[config.mk]
export PLATFORM = sky130hd
export DESIGN_NAME = btn_debouncer
export DESIGN_NICKNAME = d
export VERILOG_FILES = /design/src/rtl/btn_debouncer.sv
export SDC_FILE = /design/constraint.sdc
export NUM_CORES = 1
export LEC_CHECK = 0
export CORE_AREA = 5 5 73 75
export CTS_BUF_LIST = sky130_fd_sc_hd__clkbuf_4
export CTS_CLUSTER_SIZE = 40
export DETAILED_ROUTE_END_ITERATION = 12
export DIE_AREA = 0 0 78 80
export GPL_TIMING_DRIVEN = 0
export PLACE_DENSITY = 0.55
export SLEW_MARGIN = 20
export SYNTH_ARGS = -nofsm -noshare
export SYNTH_HDL_FRONTEND = slang
export SYNTH_SLANG_ARGS = --single-unit
[constraint.sdc]
create_clock -name clk -period 3.3 [get_ports clk]
set_clock_uncertainty 0.05 [all_clocks]
set_input_delay 0.33 -clock clk [delete_from_list [all_inputs] [get_ports clk]]
set_output_delay 0.33 -clock clk [all_outputs]
set_load 0.03 [all_outputs]
[src/rtl/btn_debouncer.sv]
// rtl/btn_debouncer.sv - two-flop synchronised, counter-timed push-button debouncer
module btn_debouncer #(
    parameter int STABLE_CYCLES = 2_000_000,
    parameter int CNT_W         = $clog2(STABLE_CYCLES)
) (
    input  logic clk,
    input  logic reset,
    input  logic btn,
    output logic db,
    output logic busy
);

    // Terminal count: the candidate level has been seen on STABLE_CYCLES consecutive edges
    // once cnt reaches this value and the input is still at the candidate level.
    localparam logic [CNT_W-1:0] TERM = CNT_W'(STABLE_CYCLES - 1);
    localparam logic [CNT_W-1:0] ONE  = CNT_W'(1);

    typedef enum logic [1:0] {
        LOW     = 2'b00,
        WAIT_HI = 2'b01,
        HIGH    = 2'b11,
        WAIT_LO = 2'b10
    } state_t;

    state_t           state;
    logic [CNT_W-1:0] cnt;
    logic             s1;
    logic             s2;

    // Two-flop synchroniser; s2 is the only view of the button the FSM ever sees.
    always_ff @(posedge clk) begin
        if (reset) begin
            s1 <= 1'b0;
            s2 <= 1'b0;
        end else begin
            s1 <= btn;
            s2 <= s1;
        end
    end

    // Debounce FSM: time each candidate transition, abort on any opposite sample,
    // and drive db/busy as registered decodes of the next state.
    always_ff @(posedge clk) begin
        if (reset) begin
            state <= LOW;
            cnt   <= '0;
            db    <= 1'b0;
            busy  <= 1'b0;
        end else begin
            case (state)
                LOW: begin
                    if (s2) begin
                        state <= WAIT_HI;
                        cnt   <= ONE;
                        busy  <= 1'b1;
                    end else begin
                        cnt   <= '0;
                    end
                end
                WAIT_HI: begin
                    if (!s2) begin
                        state <= LOW;
                        cnt   <= '0;
                        busy  <= 1'b0;
                    end else if (cnt == TERM) begin
                        state <= HIGH;
                        cnt   <= '0;
                        db    <= 1'b1;
                        busy  <= 1'b0;
                    end else begin
                        cnt   <= cnt + ONE;
                    end
                end
                HIGH: begin
                    if (!s2) begin
                        state <= WAIT_LO;
                        cnt   <= ONE;
                        busy  <= 1'b1;
                    end else begin
                        cnt   <= '0;
                    end
                end
                WAIT_LO: begin
                    if (s2) begin
                        state <= HIGH;
                        cnt   <= '0;
                        busy  <= 1'b0;
                    end else if (cnt == TERM) begin
                        state <= LOW;
                        cnt   <= '0;
                        db    <= 1'b0;
                        busy  <= 1'b0;
                    end else begin
                        cnt   <= cnt + ONE;
                    end
                end
                default: begin
                    state <= LOW;
                    cnt   <= '0;
                    db    <= 1'b0;
                    busy  <= 1'b0;
                end
            endcase
        end
    end

endmodule
Word-level counts from Yosys, hierarchy flattened
Cells that the tools add are included.

Register bits: 27. Output and inout bits: 2. Logic and storage cells: 48.

$add $sub $neg: 1. Equal/unequal tests: 12. Muxes and demuxes: 24. Reductions and logical operators: 5.

Operator list (count): 21-bit case mux with 4 select lines (1); 21-bit 2-to-1 mux (3); 21-bit by 1-bit adder with 21-bit output, second input constant (1); 21-bit == test, second input constant (1); 2-bit 2-to-1 mux (6); 2-bit inequality test, second input constant (6); 1-bit 2-to-1 mux (11); 2-bit case mux with 4 select lines (1); 3-bit inequality test, second input constant (2); 5-bit AND reduction (1); 2-bit == test, second input constant (2); 1-bit case mux with 4 select lines (1); 4-bit AND reduction (1); 2-bit by 1-bit == test with 1-bit output, second input constant (1); 2-bit zero test (1); 1-bit case mux with 2 select lines (1); 2-bit AND reduction (1); 2-bit nonzero test (1).

Longest topological paths before layout
Word-level depth: 4. Gate-level depth with buffers: 7. Gate-level depth less buffers: 6.

Worst setup path before layout
Ideal clock, no wire load.

Path type: register to register. Start point: reg cnt[0]. End point: reg state[1]. Setup time: 121 ps. Arrival time: 1887 ps. Required time: 3129 ps. Path slack: 1242 ps. Stages on the path, launching flop included: 7. Cells stage by stage: dfxtp_1 -> ha_1 -> nand3_1 -> or4_1 -> clkbuf_2 -> a211oi_1 -> mux2_2.

Cells in the longest elaborated chain, start to end: 3.

Ends and longest elaborated chain: from (decl) (line 26) `logic [CNT_W-1:0] cnt;`; from (signal assigned) (line 71) `cnt <= cnt + ONE;`; from (signal assigned) (line 94) `cnt <= cnt + ONE;`; 21-bit == test (*) (line 65, 88); 3-bit inequality test (no line); 4-bit AND reduction (no line) (*); to (signal assigned) (line 62) `state <= LOW;`; to (signal assigned) (line 66) `state <= HIGH;`; to (signal assigned) (line 89) `state <= LOW;`; to (decl) (line 25) `state_t state;`.

Mark *: on every way between the ends. The rest lies on a longest branch, timed or not. A chain may end at the register's enable or synchronous reset.

Final worst setup path
Start point: reg cnt[0]. End point: reg cnt[10].

Cells in the longest elaborated chain, start to end: 4.

Ends and longest elaborated chain: 21-bit by 1-bit adder with 21-bit output / 21-bit == test (equally long branches); 21-bit 2-to-1 mux (*) (line 65, 88); 21-bit 2-to-1 mux, on equally long branches (line 84, 61); 21-bit case mux with 4 select lines (*) (line 50) `case (state)`.

Marked as above.

==> flow_summary.json <==
{
  "outcome": "finished, final reports clean",
  "cp_data_required_time_ps": 3480,
  "synth-seq-cells": 27,
  "crit_buf_inv": 2,
  "grt_antenna_before_repair": 0,
  "ys_types": 34,
  "synth.avg_cell_area_sq_um": 8.83,
  "nFillCells": 494,
  "async_reset_ff_share_pct": 0,
  "rsz0062_at_grt": "false",
  "multi_input_area_sq_um": 736,
  "clk_pin_slew_ps": 140,
  "route.detailed.drc": 0,
  "start_util_pct": 28.6,
  "grt_start_max_net_pins": 16,
  "ys_warn_count": 0,
  "core_region_area_sq_um": 4600,
  "hp-start": "reset",
  "cts_setup_buffers": 0,
  "wirelength_um": 2550,
  "crit_path_end_kind": "flip-flop",
  "chipHeight_um": 80,
  "slowest_delay_ps": 530,
  "ctsResizeCount": 0,
  "clockBufferDepth": 2,
  "fin_crit_ps": 2370,
  "tightest_slew_ps": 469,
  "die_w_um": 78,
  "htree_levels": 1,
  "seq_area_frac_synth_pct": 41.1,
  "grt_use_total_pct": 8.49,
  "yosysTopAreaCell": "dfxtp_1",
  "slowest_stage": "or4_1",
  "grt_busiest_layer": "met2",
  "grt_pass1_wl_um": 4400,
  "hold_class": "input pin to flip-flop",
  "setup_viol": 0,
  "seqCellArea_sq_um": 541,
  "worstPathArrival_ps": 2550,
  "grt_overflow": 0,
  "synth.top_cells.by_area": "dfxtp_1 41%, xor2_1 5.3%, nor2_1 4.8%",
  "clkLatencyLatePin_ps": 320,
  "layout_setup_ws_ps": 926,
  "cts_tree": "built",
  "maxSlewViolCount": 0,
  "drt_iter0_markers": 76,
  "synth_flop_cell": "dfxtp_1",
  "max_cap_viol_count": 0,
  "post-route-period-util_pct": 72.0,
  "cts.sinks": 27,
  "clock.fmax_ghz": 0.421,
  "synthesis.area_sq_um": 1320,
  "numCtsBuffers": 3,
  "synth_nets": 157,
  "crit_type": "flip-flop to flip-flop",
  "wire_per_inst_um": 12.1,
  "finalHoldViolCount": 0,
  "pwr_density_cell_nw_per_um2": 369,
  "vias": 1015,
  "dpl.hpwl_um": 1830,
  "area_delta_synth_final_pct": 9.51,
  "dp_slack_ps": 905,
  "ir_drop_uv": 223,
  "synthTopCellsByCount": "27 x dfxtp_1, 17 x nor2_1, 9 x a21oi_1, 9 x nand3_1",
  "rows": 25,
  "use_met1_pct": 11.6,
  "grt_util_met2_pct": 13.7,
  "yosysTopAreaCellShare_pct": 41.1,
  "nets": 165,
  "postSynthCellCount": 149,
  "gp_congestion": 0.778,
  "dr.pass1.iters": 4,
  "path_cells": "ha_1 > nand3_1 > or4_1 > clkbuf_2 > o21ai_2 > buf_2 > nor2_1",
  "cts_root_buffer": "clkbuf_4",
  "met3_usage_pct": 2.37,
  "grt_pass1_vias": 973,
  "port_buffers": 3,
  "slew_headroom_pct": 68.7,
  "yosysMostFrequentCell": "dfxtp_1",
  "reg2reg_from": "cnt[0]",
  "ctsHoldBuffers": 0,
  "detail-route-antenna-nets": 0,
  "crit_path_max_fanout": 10,
  "leakagePower_uw": 0.000442,
  "cp-startpoint": "cnt[0]",
  "io_pins": 5,
  "crit_family": "simple AND/OR/NAND/NOR gates",
  "critPathLaunchType": "flip-flop",
  "final_layout_size_suffix_gt1_share_pct": 8.33,
  "fin_setup_tns_ps": 0,
  "n_antenna_cell": 0,
  "via_per_inst": 4.83,
  "die-area_sq_um": 6240,
  "synth-edff-count": 0
}
## layer usage
layer / part of all wire, % / vias up
li1: - / 553
met1: 55 / 452
met2: 42 / 8
met3: 2.5 / 2
met4: 0.31 / 0
met5: 0 / -
## through the flow
| step | utilization [%] | hold slack, ps | power (uW) | instances | instance area (sq um) |
|---|---|---|---|---|---|
| after global placement | 30.7 | 366 | 396 | 206 | 1410 |
| after floorplan | - | 364 | 381 | 149 | 1320 |
| after global routing | 31.3 | 327 | 559 | 210 | 1440 |
| after detailed placement | 30.7 | 384 | 396 | 206 | 1410 |
| final | 31.3 | 318 | 532 | 210 | 1440 |
| after CTS | 31.3 | 310 | 541 | 210 | 1440 |
## final timing paths
check | to | cells after the start | slack [ps]
min | s1 | 2 | 320
min reg2reg | s2 | 1 | 410
max | cnt[10] | 7 | 930
max reg2reg | cnt[10] | 7 | 930
## layout by cell type, fill, tap and decap left out
master	synthesis	final
nor2b_1	4	4
nand2_1	5	5
and3_1	2	2
o21ai_2	1	1
clkbuf_2	1	1
xnor2_1	5	5
mux2i_1	1	1
a221oi_1	1	1
a31oi_1	2	2
ha_1	5	5
mux2_2	2	2
a21oi_1	9	9
nor4b_1	1	1
clkbuf_1	3	3
a41oi_1	1	1
nor3_1	2	2
or4_1	5	5
o21ba_2	1	1
clkdlybuf4s50_1	0	3
nand3_1	9	9
or2_2	1	1
a211oi_1	1	1
nand4_1	5	5
dfxtp_1	27	27
and4_1	5	5
and2_1	1	1
buf_2	1	1
clkinv_2	0	1
nor2_1	17	17
xor2_1	8	8
clkbuf_4	0	3
or3_1	4	4
and4_2	1	1
o21ai_0	8	8
inv_1	5	5
o31ai_1	4	4
o221a_2	1	1
## flip-flops by register name, indices dropped and copies added, names as in the netlist
register,count
busy,1
cnt,21
db,1
s1,1
s2,1
state,2
## final cells by class
class	count	share of cell area [%]
timing repair buffer	3	2.08
buffer	5	1.48
multi-input combinational	112	51.0
clock inverter	1	0.347
tap	54	4.69
inverter	5	1.30
sequential	27	37.5
clock buffer	3	1.56
## kinds of logic (layout without fill, tap and decap cells)
family	Yosys count	after routing	synth area share, %
adder cells (fa/ha/maj)	5	5	4.75
buffers and inverters	10	17	3.04
AND/OR/NAND/NOR	62	62	26.1
AO/OA/AOI/OAI	29	29	13.9
multiplexers	3	3	2.47
XOR/XNOR	13	13	8.65
flip-flops	27	27	41.1
## where the power goes
part | internal (uW) | switching [uW] | total, uW
Clock | 45.4 | 98.2 | 144
Sequential | 334 | 5.86 | 339
Combinational | 22.2 | 26.7 | 48.9
Total | 401 | 131 | 532
Note: power is estimated with default switching activity, not from simulation.
